`src/rtl/mips_core_pkg.sv`:
```
// Shared core types used by the fetch stage.
package mips_core_pkg;

    localparam int ADDR_WIDTH_DEF = 32;

    typedef enum logic {
        F_RUN,
        F_PEND
    } FetchState;

    typedef enum logic [1:0] {
        RSRC_NONE,
        RSRC_DEC,
        RSRC_EX
    } RedirectSrc;

endpackage

```
`src/rtl/fetch_unit_if.sv`:
```
// Fetch <-> i-cache / decoder / execute bus. master = fetch_unit side.
interface fetch_unit_if #(
    parameter int ADDR_WIDTH = mips_core_pkg::ADDR_WIDTH_DEF
);
    logic [ADDR_WIDTH-1:0] pc;
    logic                  pc_valid;
    logic                  cache_ready;
    logic [ADDR_WIDTH-1:0] dec_pc;
    logic                  squash;
    logic                  dec_jump;
    logic [ADDR_WIDTH-1:0] dec_target;
    logic                  ex_redirect;
    logic [ADDR_WIDTH-1:0] ex_target;

    modport master (
        output pc, pc_valid, dec_pc, squash,
        input  cache_ready, dec_jump, dec_target, ex_redirect, ex_target
    );

    modport slave (
        input  pc, pc_valid, dec_pc, squash,
        output cache_ready, dec_jump, dec_target, ex_redirect, ex_target
    );
endinterface

```
`src/rtl/fetch_pending_redirect.sv`:
```
// Holds a redirect that arrived while fetch was held and merges it with the
// live redirect inputs into a single winner for the current cycle.
// Priority: live ex > pending ex > live dec > pending dec. Latching the winner
// therefore gives "ex overwrites, dec only overwrites a dec" for free.
module fetch_pending_redirect
    import mips_core_pkg::*;
#(
    parameter int ADDR_WIDTH = ADDR_WIDTH_DEF
) (
    input  logic                  clk,
    input  logic                  rst_n,
    input  logic                  i_latch,
    input  logic                  i_clear,
    input  logic                  i_ex,
    input  logic [ADDR_WIDTH-1:0] i_ex_target,
    input  logic                  i_dec,
    input  logic [ADDR_WIDTH-1:0] i_dec_target,
    output logic                  o_win_valid,
    output RedirectSrc            o_win_src,
    output logic [ADDR_WIDTH-1:0] o_win_target,
    output logic                  o_win_squash
);

    logic                  r_valid;
    RedirectSrc            r_src;
    logic [ADDR_WIDTH-1:0] r_target;
    logic                  r_squash;

    logic [ADDR_WIDTH-1:0] w_raw_target;

    // Pick this cycle's winning redirect from live inputs and the pending entry.
    always_comb begin
        o_win_valid  = 1'b0;
        o_win_src    = RSRC_NONE;
        w_raw_target = r_target;
        o_win_squash = 1'b0;
        if (i_ex) begin
            o_win_valid  = 1'b1;
            o_win_src    = RSRC_EX;
            w_raw_target = i_ex_target;
            o_win_squash = 1'b1;
        end else if (r_valid && r_src == RSRC_EX) begin
            o_win_valid  = 1'b1;
            o_win_src    = RSRC_EX;
            w_raw_target = r_target;
            o_win_squash = r_squash;
        end else if (i_dec) begin
            o_win_valid  = 1'b1;
            o_win_src    = RSRC_DEC;
            w_raw_target = i_dec_target;
            o_win_squash = 1'b0;
        end else if (r_valid) begin
            o_win_valid  = 1'b1;
            o_win_src    = r_src;
            w_raw_target = r_target;
            o_win_squash = r_squash;
        end
        // Instructions are word aligned; low bits are simply dropped.
        o_win_target = {w_raw_target[ADDR_WIDTH-1:2], 2'b00};
    end

    // Pending entry: cleared when fetch moves, reloaded with the winner while held.
    always_ff @(posedge clk or negedge rst_n) begin
        if (!rst_n) begin
            r_valid  <= 1'b0;
            r_src    <= RSRC_NONE;
            r_target <= '0;
            r_squash <= 1'b0;
        end else if (i_clear) begin
            r_valid  <= 1'b0;
            r_src    <= RSRC_NONE;
            r_squash <= 1'b0;
        end else if (i_latch) begin
            r_valid  <= 1'b1;
            r_src    <= o_win_src;
            r_target <= o_win_target;
            r_squash <= o_win_squash;
        end
    end

endmodule

```
`src/rtl/fetch_unit.sv`:
```
// Fetch stage: owns the fetch PC, tracks the PC leaving the i-cache, and
// applies (possibly deferred) redirects from decode and execute.
module fetch_unit
    import mips_core_pkg::*;
#(
    parameter int                  ADDR_WIDTH = ADDR_WIDTH_DEF,
    parameter logic [ADDR_WIDTH-1:0] RESET_PC = '0,
    parameter int                  CNT_WIDTH  = 16
) (
    input  logic                 clk,
    input  logic                 rst_n,
    input  logic                 i_stall,
    fetch_unit_if.master         bus,
    output logic [CNT_WIDTH-1:0] o_redirect_count
);

    FetchState             r_state, w_state_nxt;
    logic [ADDR_WIDTH-1:0] r_pc;
    logic                  r_pc_valid;
    logic [ADDR_WIDTH-1:0] r_dec_pc;
    logic                  r_squash;
    logic [CNT_WIDTH-1:0]  r_count;

    logic                  w_hold;
    logic                  w_hold_pc;
    logic                  w_latch;
    logic                  w_clear;
    logic                  w_apply;
    logic                  w_win_valid;
    RedirectSrc            w_win_src;
    logic [ADDR_WIDTH-1:0] w_win_target;
    logic                  w_win_squash;

    assign w_hold = i_stall | ~bus.cache_ready;
    // The first edge after reset only raises pc_valid so RESET_PC gets fetched.
    assign w_hold_pc = w_hold | ~r_pc_valid;

    fetch_pending_redirect #(
        .ADDR_WIDTH(ADDR_WIDTH)
    ) u_pend (
        .clk          (clk),
        .rst_n        (rst_n),
        .i_latch      (w_latch),
        .i_clear      (w_clear),
        .i_ex         (bus.ex_redirect),
        .i_ex_target  (bus.ex_target),
        .i_dec        (bus.dec_jump),
        .i_dec_target (bus.dec_target),
        .o_win_valid  (w_win_valid),
        .o_win_src    (w_win_src),
        .o_win_target (w_win_target),
        .o_win_squash (w_win_squash)
    );

    // FSM state register.
    always_ff @(posedge clk or negedge rst_n) begin
        if (!rst_n) r_state <= F_RUN;
        else        r_state <= w_state_nxt;
    end

    // Next state: park redirects while held, release them on the first free cycle.
    always_comb begin
        w_state_nxt = r_state;
        w_latch     = 1'b0;
        w_clear     = 1'b0;
        w_apply     = 1'b0;
        case (r_state)
            F_RUN: begin
                if (w_hold_pc) begin
                    if (w_win_valid) begin
                        w_latch     = 1'b1;
                        w_state_nxt = F_PEND;
                    end
                end else begin
                    w_apply = w_win_valid;
                end
            end
            F_PEND: begin
                if (w_hold_pc) begin
                    w_latch = w_win_valid;
                end else begin
                    w_clear     = 1'b1;
                    w_apply     = w_win_valid;
                    w_state_nxt = F_RUN;
                end
            end
            default: w_state_nxt = F_RUN;
        endcase
    end

    // PC, decode PC, squash flag and redirect counter advance only when not held.
    always_ff @(posedge clk or negedge rst_n) begin
        if (!rst_n) begin
            r_pc       <= RESET_PC;
            r_pc_valid <= 1'b0;
            r_dec_pc   <= RESET_PC;
            r_squash   <= 1'b0;
            r_count    <= '0;
        end else begin
            r_pc_valid <= 1'b1;
            if (!w_hold_pc) begin
                r_pc     <= w_apply ? w_win_target : r_pc + ADDR_WIDTH'(4);
                r_dec_pc <= r_pc;
                // Ex redirect: the PC being replaced is wrong-path and leaves the cache next.
                r_squash <= w_apply & w_win_squash & (w_win_src == RSRC_EX);
                if (w_apply) r_count <= r_count + CNT_WIDTH'(1);
            end
        end
    end

    assign bus.pc           = r_pc;
    assign bus.pc_valid     = r_pc_valid;
    assign bus.dec_pc       = r_dec_pc;
    assign bus.squash       = r_squash & ~w_hold;
    assign o_redirect_count = r_count;

endmodule

```
`src/flat_wrapper.sv`:
```
// flat-port wrapper written by rule: the top's interface ports become plain ports
module fetch_unit_flat import mips_core_pkg::*;
#(
    parameter int                  ADDR_WIDTH = ADDR_WIDTH_DEF,
    parameter logic [ADDR_WIDTH-1:0] RESET_PC = '0,
    parameter int                  CNT_WIDTH  = 16
)
  (clk, rst_n, i_stall, o_redirect_count, bus_pc, bus_pc_valid, bus_dec_pc, bus_squash, bus_cache_ready, bus_dec_jump, bus_dec_target, bus_ex_redirect, bus_ex_target);
  fetch_unit_if #(.ADDR_WIDTH(ADDR_WIDTH)) bus_i ();
  input  logic clk;
  input  logic rst_n;
  input  logic i_stall;
  output logic [CNT_WIDTH-1:0] o_redirect_count;
  output wire logic [$bits(bus_i.pc)-1:0] bus_pc;
  output wire logic [$bits(bus_i.pc_valid)-1:0] bus_pc_valid;
  output wire logic [$bits(bus_i.dec_pc)-1:0] bus_dec_pc;
  output wire logic [$bits(bus_i.squash)-1:0] bus_squash;
  input wire logic [$bits(bus_i.cache_ready)-1:0] bus_cache_ready;
  input wire logic [$bits(bus_i.dec_jump)-1:0] bus_dec_jump;
  input wire logic [$bits(bus_i.dec_target)-1:0] bus_dec_target;
  input wire logic [$bits(bus_i.ex_redirect)-1:0] bus_ex_redirect;
  input wire logic [$bits(bus_i.ex_target)-1:0] bus_ex_target;
  assign bus_pc = bus_i.pc;
  assign bus_pc_valid = bus_i.pc_valid;
  assign bus_dec_pc = bus_i.dec_pc;
  assign bus_squash = bus_i.squash;
  assign bus_i.cache_ready = bus_cache_ready;
  assign bus_i.dec_jump = bus_dec_jump;
  assign bus_i.dec_target = bus_dec_target;
  assign bus_i.ex_redirect = bus_ex_redirect;
  assign bus_i.ex_target = bus_ex_target;
  fetch_unit #(.ADDR_WIDTH(ADDR_WIDTH), .RESET_PC(RESET_PC), .CNT_WIDTH(CNT_WIDTH)) u_core (.clk(clk), .rst_n(rst_n), .i_stall(i_stall), .bus(bus_i), .o_redirect_count(o_redirect_count));
endmodule
```
`config.mk`:
```
export PLATFORM = sky130hd
export DESIGN_NAME = fetch_unit_flat
export DESIGN_NICKNAME = d
export VERILOG_FILES = /design/src/rtl/mips_core_pkg.sv /design/src/rtl/fetch_unit_if.sv /design/src/rtl/fetch_pending_redirect.sv /design/src/rtl/fetch_unit.sv /design/src/flat_wrapper.sv
export SDC_FILE = /design/constraint.sdc
export NUM_CORES = 1
export LEC_CHECK = 0
export CAP_MARGIN = 10
export CORE_ASPECT_RATIO = 0.6
export CORE_MARGIN = 5
export CORE_UTILIZATION = 35
export CTS_CLUSTER_DIAMETER = 200
export CTS_CLUSTER_SIZE = 25
export DETAILED_ROUTE_END_ITERATION = 16
export GPL_TIMING_DRIVEN = 0
export HOLD_SLACK_MARGIN = 0.03
export PLACE_DENSITY = 0.64
export REMOVE_ABC_BUFFERS = 1
export SYNTH_ARGS = -nofsm -noshare
export SYNTH_HDL_FRONTEND = slang
export SYNTH_HIERARCHICAL = 1
export SYNTH_SLANG_ARGS = --single-unit
```
`constraint.sdc`:
```
create_clock -name clk -period 3.3 [get_ports clk]
set_input_delay 0.66 -clock clk [delete_from_list [all_inputs] [get_ports clk]]
set_output_delay 0.66 -clock clk [all_outputs]
set_load 0.005 [all_outputs]
```
Word-level counts from Yosys, hierarchy flattened
Cells that the tools add are included.
- add/sub/neg operators: 2
- equality and inequality tests: 2
- mux-type cells: 31
- bitwise logic cells: 11
- reduce and logical (&&, ||, !) cells: 4
- operators by type and width (cell ; number):
    $mux 32 ; 4
    $add 32x3->32 const B ; 1
    $mux 1 ; 19
    $add 16x1->16 const B ; 1
    $mux 2 ; 6
    $not 1->1 ; 6
    $eq 2x2->1 const B ; 2
    $pmux 1 s2 ; 2
    $reduce_and 2->1 ; 2
    $and 1x1->1 ; 3
    $or 1x1->1 ; 2
    $reduce_bool 2->1 ; 1
    $logic_and 1x1->1 ; 1
- bits in registers: 117
- bits of input ports: 70
- output and inout port bits: 82
- logic and storage cells: 60

Logic depth before layout (Yosys ltp)
Gate-level depths: netlist of the first run.
- depth after elaboration: 9
- mapped depth: 13
- depth with buffers taken out: 6

Modules after synthesis
Netlist of the first run, hierarchy kept.
- modules (own cells, without submodules) (module ; instances ; cells each ; area an instance (um^2) ; sequential area each (um^2)):
    fetch_unit ; 1 ; 454 ; 4008.8 ; 2077.0
    fetch_pending_redirect ; 1 ; 353 ; 2800.2 ; 850.8

Worst setup path before layout of the first run
No wires, ideal clock.
- path type: input port to flip-flop
- start point: input port bus_ex_redirect
- end point: register u_core.u_pend.r_target[6]
- setup time: 86 ps
- data arrival time: 2878 ps
- path slack: 336 ps
- cell stages on the path: 13
- path buffers: 7
- path through: buf_2 clkbuf_1 or3_1 inv_1 clkbuf_1 clkbuf_1 nor2_1 clkbuf_2 nand3b_1 buf_6 buf_6 nor4_1 nor3_1
- longest elaborated chain between the ends: 5
- elaborated cells between the ends (all ways): 7
- ends and longest elaborated chain (item ; RTL line ; text):
    from (decl) ; flat_wrapper.sv:21 ; input wire logic [$bits(bus_i.ex_redirect)-1:0] bus_ex_redirect;
    $mux 1 * ; fetch_pending_redirect.sv:37 ; if (i_ex) begin
    via u_core.w_win_valid ; fetch_unit.sv:29 ; logic w_win_valid;
    $mux 1 ; fetch_unit.sv:70 ; if (w_win_valid) begin
    $mux 1 ; fetch_unit.sv:69 ; if (w_hold_pc) begin
    $pmux 1 s2 * ; fetch_unit.sv:67 ; case (r_state)
    via u_core.w_latch ; fetch_unit.sv:26 ; logic w_latch;
    $reduce_and 2->1 (no source line) * ; -- ;
    to (signal assigned) ; fetch_pending_redirect.sv:76 ; r_target <= o_win_target;
    to (decl) ; fetch_pending_redirect.sv:26 ; logic [ADDR_WIDTH-1:0] r_target;
Mark *: on every way through the listed nets, which the timed path passes. The rest lies on a longest branch.
A chain may end at the register's enable or synchronous reset.

Worst setup path after layout of the first run
- start point: input port bus_ex_redirect
- end point: register u_core.u_pend.r_target[23]
The elaborated chain is that of the path after synthesis.

==> qor.csv, run 1 <==
metric,value,unit
status,finished clean,
CP max stage delay,470,ps
share of flip-flops with an asynchronous set or reset,100.0,%
Netlist Area Pre-Place,6809,µm²
post-synth cell types,51,
routed len/inst,19.99,µm
critical path's slowest cell,and2b_2,
Post-DP HPWL,16.02,mm
Synth top cells by count,"nand2_1, dfrtp_1, a21oi_1",
Worst Path Buf+Inv,4,
setup_tns,0,ps
gr ovfl total,0,
placed insts,1160,
post-synthesis xor/xnor area fraction,1.929,%
io pins,152,
flop2flop setup slack,690,ps
DP Worst Slack,-1668,ps
row cnt,39,
ranking of synthesized cells by area,"dfrtp_1, nand2_1, a21oi_1",
Worst Hold Class,in2async,
"Net count, final",991,
final max-slew violation count,0,
Reg power frac,36.4,%
P_int,3.901,mW
Pwr Total,5.615,mW
"Clk pin slew, worst setup/hold paths",60,ps
Filler cells,1790,
Post-synth EDFFs,0,
largest net degree at the start of global routing,88,
most numerous cell in the Yosys netlist,nand2_1,
part of the power in the clock network,37.7,%
vias,6887,
largest family of logic cells by synthesized area,simple AND/OR/NAND/NOR gates,
CP Max Fanout,87,
initial antenna violation count,0,
CP most frequent cell,buf_16,
arrival time worst endpoint,3430,ps
Max Root-Sink Buffers,2,
First-pass DRT Iterations,5,
RSZ-0062 raised after global routing,no,
final RePlAce weighted congestion,0.8019,
Synth area leader,dfrtp_1,
Hold WS,125.0,ps
#FFs+latches synth,117,
Initial DRC Count,675,
clk_lat worst skew,420,ps
fin area,9251,µm²
Worst VDD drop,0.3278,mV
Synth Area in Compound Gates,22.01,%
average cell area after synthesis,8.437,µm²
Die W,190.1,µm
Area Overhead vs Synth,35.87,%
core box area,19080,µm²
number of max-cap violations,0,
Final WS setup,223.4,ps
mux cell area share after synthesis,0.5880,%
Yosys top cell area share,43.00,%
actual slew at the worst max-slew pin,1131,ps
CTS sink count,117,
Inserted Diodes,0,
critical path endpoint category,flop,
switching share of power,30.52,%
kind of start point of the critical path,input pin,
Initial Util,35.69,%
WS Path Type,in2reg,
clk_skew,9.888,ps
DR vias/cell,5.749,
GRT Overall Usage,21.35,%
die height,118.0,µm
PwrDens,606.9,nW/µm²
CTS tree,yes,
layout cells sized above 1,8.047,%
Simple-Gate Fraction of Synth Area,25.58,%
CTS root buffer,clkbuf_16,
final period utilization,93.23,%
final core area utilization,48.49,%
Antenna Violating Nets Remaining,0,
Net Sw Power,1.714,mW
DRC viols,0,
number of port buffers,147,
Syn Inst Count,807,
global-route wire length before repair,38.01,mm
top_reg_cell synth,dfrtp_1,
CTS buffer count,17,
leak pwr,3.630,nW
"Min Clock Period, post-route",3077,ps
Slew Limit Headroom,24.53,%
Critical Path RT,3660,ps
final hold viol count,0,
vias in the first global route,6473,
Combinational Power Share,25.9,%
final std cells w/o fill,1198,
die area,22440,µm²
"delay-heaviest family, CP",simple AND/OR/NAND/NOR gates,
Yosys warnings,6,
"Seq/Total Area, Yosys",43.00,%
Post-Synth Adder-Cell Area,0.3675,%
CP Cell Sequence,buf_4 -> buf_16 -> or3_4 -> clkinvlp_4 -> nor2_2 -> and2b_2 -> buf_16 -> mux2i_1 -> and3_1,
Max Freq,325.0,MHz
overall routed net length,23.95,mm
final setup vio count,0,
depth of the CTS H-tree,4,
Placement Cell Area,8509,µm²
==> layout by cell type (no fill, tap or decap), drive strengths merged, types with 3 or more instances in the layout <==
cell type      netlist  routed
nand3               17      17
a211oi              32      32
inv                 11      10
nand4               13      13
xor2                 5       5
a31oi               35      35
buf                 39      22
nor4                34      34
a2bb2oi              4       4
clkinvlp             0       4
conb                 2       3
bufinv               0       4
and4                 6       6
o22ai               34      34
and3                 9       9
nor3                40      40
clkdlybuf4s50        0     144
and3b                3       3
nor2b               31      31
o22a                 5       5
a311oi               5       5
clkbuf              37      26
a22oi                3       3
nor2                35      35
dfrtp              117     117
mux2i                4       4
o32ai                3       3
or3                  3       4
o21ai               51      51
nand3b               8       8
o211ai               3       3
and2                 3       3
xnor2               10      10
nand2              129     129
a21oi               57      57
==> flip-flops by register name, summed over array words and instances, names as in the netlist <==
register,count
u_core/bus.dec_pc,32
u_core/bus.pc,32
u_core/u_pend/r_target,30
u_core/o_redirect_count,16
u_core/u_pend/r_src,2
u_core/bus.pc_valid,1
u_core/r_squash,1
u_core/r_state,1
u_core/u_pend/r_squash,1
u_core/u_pend/r_valid,1
==> worst paths after layout <==
path                                        startpoint                     endpoint  cells past startpoint
setup / recovery                       bus_ex_redirect   u_core/u_pend/r_target[23]                      9
hold / removal                                   rst_n    u_core/u_pend/r_target[5]                      1
setup reg to reg                 u_core/u_pend/r_valid   u_core/u_pend/r_target[23]                      7
hold reg to reg            u_core/o_redirect_count[15]  u_core/o_redirect_count[15]                      1
max in group asynchronous                        rst_n            u_core/bus.pc[17]                      2
min in group clk           u_core/o_redirect_count[15]  u_core/o_redirect_count[15]                      1
==> cells by family after synthesis <==
logic type / after synthesis
other cells: 2
fa+ha+maj: 2
xor+xnor: 15
buf+inv: 87
flops: 117
compound gates: 243
simple gates: 337
mux: 4
==> worst reg2reg max path: cells and delay by family, from the launching register on <==
family	cells	cell delay, ps
flip-flops	1	570
AND/OR/NAND/NOR	4	1360
buffers and inverters	2	440
multiplexers	1	200
==> power groups by stage <==
stage / Clock [mW] / Sequential, mW / Combinational, mW
floorplan: 0 / 1.99 / 0.584
global placement: 0 / 2.05 / 1.37
detailed placement: 0 / 2.06 / 1.44
CTS: 2.15 / 2.04 / 1.45
global route: 2.23 / 2.09 / 1.59
finish: 2.12 / 2.05 / 1.45
==> routing by layer <==
| metal | vias to the layer above | global-route usage, % | part of all wire, % |
|---|---|---|---|
| met4 | 0 | 4.426 | 0.56 |
| li1 | 3198 | - | - |
| met2 | 349 | 28.23 | 41 |
| met5 | - | 0 | 0 |
| met1 | 3328 | 33.61 | 49 |
| met3 | 12 | 6.520 | 9.7 |
==> final cells by class <==
type	instances	area [µm²]	area share, %
Clock buffer	26	539.3	5.829
Clock inverter	6	135.1	1.461
Inverter	11	45.04	0.4869
Multi-Input combinational cell	605	3468	37.49
Sequential cell	117	2928	31.65
Tap cell	266	332.8	3.598
Timing Repair Buffer	166	1798	19.43
Timing Repair inverter	1	5.005	0.05410
==> repair_timing <==
item                                   4_1_cts  5_1_grt
endpoints found under the hold margin        0        0
setup buffers                                4        0
gates cloned                                 2        0
setup endpoints to repair                   50        5
gates resized for setup                      4        1
hold buffers                                 0        0
pin swaps                                    3        0
Power figures use the tool's default switching activity.
==> inputs of run 2 (changes only) <==
- GPL_TIMING_DRIVEN: 0 -> default
- PLACE_DENSITY: 0.64 -> default
==> run 2 against run 1 <==
Effect of this change: utilization shrank 1.1 points; sequential power is essentially flat; clock power shrank 14%; sequential share of layout area is 0.75 points higher; via count is 1.1% lower; final area down 2.3%; critical path type is now in2out; largest cell class unchanged.
==> qor.csv, run 2 (synthesis gave the netlist of run 1 again) <==
metric,value,unit,change
status,finished clean,,
First-pass DRT Iterations,10,,+5
routed len/inst,19.26,µm,-3.7%
Worst Hold Class,in2async,,
most frequent cells in the layout,"clkdlybuf4s50_1, nand2_1, dfrtp_1",,
die area,22440,µm²,unchanged
CTS sink count,117,,unchanged
DRC viols,0,,unchanged
kind of start point of the critical path,input pin,,
Slew Limit Headroom,51.47,%,+27 points
clk_lat worst skew,420,ps,about the same
worst-case reg-to-reg path depth,7,,unchanged
CP Max Fanout,4,,-95%
"Clk pin slew, worst setup/hold paths",70,ps,about the same
vias in the first global route,6239,,-3.6%
gr ovfl total,0,,unchanged
critical path endpoint category,output pin,,
leak pwr,3.571,nW,-1.6%
Multi-input gate area,3451,µm²,-0.51%
arrival time worst endpoint,1860,ps,-1570 ps
post-cts gate resize count,0,,-4
GRT busiest layer,met1,,
CTS buffer count,17,,unchanged
io pins,152,,unchanged
vias,6808,,-1.1%
"Net count, final",998,,+0.71%
"Min Clock Period, post-route",2520,ps,-556.7 ps
overall routed net length,23.21,mm,-3.1%
flop2flop setup slack,860,ps,+170 ps
Post-DP HPWL,15.99,mm,-0.19%
Max Freq,396.8,MHz,+22%
hold buffers post-CTS,0,,unchanged
Initial DRC Count,722,,+7.0%
clk_skew,19.44,ps,+9.549 ps
final period utilization,76.36,%,-17 points
core box area,19080,µm²,unchanged
Hold WS,237.2,ps,+112.1 ps
layout cells sized above 1,8.200,%,+0.15 points
CP most frequent cell,clkdlybuf4s50_1,,
depth of the CTS H-tree,4,,unchanged
Inserted Diodes,0,,unchanged
Worst VDD drop,0.3736,mV,+14%
critical path's slowest cell,clkdlybuf4s50_1,,
CP Cell Sequence,clkdlybuf4s50_1 -> and3b_1 -> clkdlybuf4s50_1,,
final hold viol count,0,,unchanged
Placement Cell Area,8462,µm²,-0.56%
WS Path Type,in2out,,
row cnt,39,,unchanged
Max Root-Sink Buffers,2,,unchanged
final max-slew violation count,0,,unchanged
final setup vio count,0,,unchanged
initial antenna violation count,0,,unchanged
Area Overhead vs Synth,32.73,%,
actual slew at the worst max-slew pin,727.9,ps,-402.9 ps
GRT met1 Usage,32.61,%,-1.0 points
Antenna Violating Nets Remaining,0,,unchanged
GRT Overall Usage,20.28,%,-1.1 points
"most common cell after layout, fill and taps aside",clkdlybuf4s50_1,,
DR vias/cell,5.650,,-1.7%
global-route wire length before repair,36.53,mm,-3.9%
RSZ-0062 raised after global routing,no,,
die height,118.0,µm,unchanged
number of max-cap violations,0,,unchanged
Critical Path RT,2640,ps,-1020 ps
Die W,190.1,µm,unchanged
CTS tree,yes,,
met2 Usage GRT,27.16,%,-1.1 points
register area,2928,µm²,unchanged
fin area,9037,µm²,-2.3%
final RePlAce weighted congestion,0.8273,,+3.2%
global routing usage on met3,4.683,%,-1.8 points
PwrDens,584.7,nW/µm²,-3.7%
Initial Util,35.69,%,unchanged
CP max stage delay,520,ps,+50 ps
Filler cells,1838,,+2.7%
Setup Buffers After CTS,0,,-4
number of port buffers,147,,unchanged
CTS root buffer,clkbuf_16,,
largest net degree at the start of global routing,128,,+45%
==> run 2: path summary, 6_finish.rpt <==
kind,end,startpoint
max in group asynchronous,u_core/bus.dec_pc[12],rst_n
worst min-delay path,u_core/u_pend/r_target[8],rst_n
worst min register to register,u_core/bus.dec_pc[5],u_core/bus.dec_pc[5]
min in group clk,u_core/bus.dec_pc[5],u_core/bus.dec_pc[5]
worst max-delay path,bus_squash,bus_cache_ready
worst max register to register,u_core/o_redirect_count[12],u_core/u_pend/r_valid
==> run 2: worst max-delay path, delay by kind of cell <==
family / cells / cell delay [ps]
simple gates: 1 / 180
buf+inv: 2 / 1020
==> run 2: final cells by class <==
class | instances | area share, %
inverter | 11 | 0.4569
multi-input combinational | 604 | 38.18
sequential | 117 | 32.40
clock buffer | 19 | 4.901
tap | 266 | 3.683
timing repair buffer | 175 | 18.91
clock inverter | 13 | 1.468
==> run 2: metrics by stage <==
stage	instances	total power, mW	TNS [ps]	utilization (%)	setup slack [ps]
after floorplan	732	2.574	-9779	-	-345.5
after global placement	1173	3.450	0	44.35	493.0
after detailed placement	1173	3.469	0	44.35	465.5
after CTS	1205	5.312	0	47.37	781.3
after global routing	1205	5.562	0	47.37	753.0
final	1205	5.284	0	47.37	780.1
==> run 2: power by group <==
| part | switching [mW] | leakage, nW | internal, mW |
|---|---|---|---|
| Clock | 0.708 | 0.275 | 1.13 |
| Combinational | 0.689 | 1.89 | 0.727 |
| Sequential | 0.311 | 1.40 | 1.72 |
| Total | 1.71 | 3.57 | 3.58 |
==> run 2: routing by layer <==
metal  vias up  share of wire, %  wire (µm)
li1       3202                 -          -
met1      3279                50      11560
met2       309                40       9303
met3        18               9.4       2193
met4         0              0.68        157
met5         -                 0          0
==> inputs of run 3 (changes only) <==
- clock period: 3.3 -> 2.14 ns (I/O delays scaled with it)
==> run 3 against run 2 <==
Effect of this change: via count increased by 2.1%; final area increased by 5.2%; routed wire length increased by 0.77%; highest routed layer unchanged.
==> qor.csv, run 3 (synthesis gave the netlist of run 1 again) <==
metric,value,unit,change
part of the power in the clock network,35.1,%,+0.4 points
final max-slew violation count,0,,unchanged
status,finished clean,,
number of max-cap violations,0,,unchanged
final hold viol count,0,,unchanged
"Clk pin slew, worst setup/hold paths",60,ps,about the same
Die W,190.1,µm,unchanged
DRC viols,0,,unchanged
clk_lat worst skew,410,ps,about the same
DP Worst Slack,-165.2,ps,-630.7 ps
DR vias/cell,5.562,,-1.6%
gr ovfl total,0,,unchanged
CP Max Fanout,5,,+1
First-pass DRT Iterations,5,,-5
final period utilization,90.94,%,
number of port buffers,147,,unchanged
PwrDens,894.8,nW/µm²,+53%
most frequent cells in the layout,"clkdlybuf4s50_1, nand2_1, dfrtp_1",,
Inserted Diodes,0,,unchanged
"Min Clock Period, post-route",1946,ps,
initial antenna violation count,0,,unchanged
CTS tree,yes,,
RSZ-0062 raised after global routing,no,,
overall routed net length,23.39,mm,+0.77%
global-route wire length before repair,37.42,mm,+2.4%
critical path endpoint category,output pin,,
CTS buffer count,17,,unchanged
routed len/inst,18.71,µm,-2.9%
Final WS setup,194.0,ps,-586.1 ps
clk_skew,8.606,ps,-10.83 ps
Worst VDD drop,0.5781,mV,+55%
Max Root-Sink Buffers,2,,unchanged
Post-DP HPWL,16.54,mm,+3.4%
Critical Path RT,1710,ps,-930 ps
setup_tns,0,ps,unchanged
critical path's slowest cell,clkdlybuf4s50_1,,
Antenna Violating Nets Remaining,0,,unchanged
vias in the first global route,6564,,+5.2%
WS Path Type,reg2out,,
GRT Overall Usage,20.66,%,+0.38 points
"Net count, final",1044,,+4.6%
Initial DRC Count,684,,-5.3%
depth of the CTS H-tree,4,,unchanged
core box area,19080,µm²,unchanged
io pins,152,,unchanged
die height,118.0,µm,unchanged
Setup Buffers After CTS,0,,unchanged
CTS sink count,117,,unchanged
kind of start point of the critical path,flop,,
worst-case reg-to-reg path depth,6,,-1
"most common cell after layout, fill and taps aside",clkdlybuf4s50_1,,
Area Overhead vs Synth,39.65,%,
switching share of power,30.71,%,-1.6 points
row cnt,39,,unchanged
Filler cells,1812,,-1.4%
final setup vio count,0,,unchanged
Critical Path Start,u_core/bus.pc[4],,
arrival time worst endpoint,1520,ps,-340 ps
Combinational Power Share,28.9,%,+2.1 points
largest net degree at the start of global routing,96,,-25%
actual slew at the worst max-slew pin,549.1,ps,-178.8 ps
leak pwr,3.847,nW,+7.7%
P_int,5.896,mW,+65%
final RePlAce weighted congestion,0.8383,,+1.3%
vias,6952,,+2.1%
Reg power frac,36.0,%,-2.5 points
Max Freq,513.9,MHz,
Slew Limit Headroom,63.26,%,+12 points
CP max stage delay,500,ps,-20 ps
CTS root buffer,clkbuf_16,,
Net Sw Power,2.613,mW,+53%
Initial Util,35.69,%,unchanged
layout cells sized above 1,12.20,%,+4.0 points
register area,2928,µm²,unchanged
Multi-input gate area,3458,µm²,+0.22%
Crit Reg-Reg Startpoint,u_core/bus.pc[3],,
die area,22440,µm²,unchanged
CP Cell Sequence,buf_4 -> clkdlybuf4s50_1,,
Worst Hold Class,in2async,,
[run 3: changes by cell type in the layout (fill, tap and decap cells not counted), sizes merged]
cell           delta
clkbuf            +2
clkinvlp          -2
inv               -1
dlygate4sd2       +1
buf              +45
bufinv            +2
clkinv            -2
clkdlybuf4s50     -1
dlygate4sd3       +1
[run 3: repair_timing]
item / 4_1_cts / 5_1_grt
pin swaps: 0 / 0
endpoints found under the setup margin: 1 / 4
hold buffers: 1 / 0
hold endpoints to repair: 20 / 0
gates resized for setup: 1 / 2
[run 3: worst max-delay path: cells and delay by family, from the launching register on]
kind	cells	cell delay, ps
buf+inv	2	680
flops	1	430
[run 3: metal layers]
metal	wire length (µm)	GRT usage (%)	part of all wire (%)
met5	0	0	0
met4	255	4.336	1.1
met1	11420	32.12	49
met3	2228	6.550	9.5
met2	9481	27.58	41
[run 3: power groups by stage]
stage          clock (mW)  sequential [mW]  combinational, mW
2_1_floorplan           0             3.07              0.901
3_3_place_gp            0             3.08               2.42
3_5_place_dp            0             3.09               2.45
4_1_cts              3.04             3.06               2.45
5_1_grt              3.14             3.13               2.69
6_report             2.99             3.06               2.46
[run 3: metrics by stage]
stage	total power [mW]	utilization [%]	hold slack [ps]	instances	area (µm²)
after floorplan	3.969	-	132.4	732	6417
after global placement	5.506	46.58	349.3	1218	8887
after detailed placement	5.533	46.58	357.5	1218	8887
after CTS	8.552	49.80	453.4	1250	9502
after global routing	8.958	49.84	485.6	1250	9509
final	8.509	49.84	461.5	1250	9509
[run 3: worst paths after layout]
path / to / slack, ps
max reg2reg: u_core/bus.pc[30] / 210
min in group clk: u_core/o_redirect_count[15] / 470
min: u_core/u_pend/r_target[7] / 460
max: bus_pc[4] / 190
max in group asynchronous: u_core/bus.dec_pc[16] / 1060
min reg2reg: u_core/o_redirect_count[15] / 470
[run 3: cell type report]
cell class	instances	share of cell area, %
timing repair buffer	221	22.54
sequential	117	30.79
clock inverter	10	1.632
clock buffer	21	4.737
tap	266	3.500
inverter	11	0.4342
multi-input combinational	604	36.37
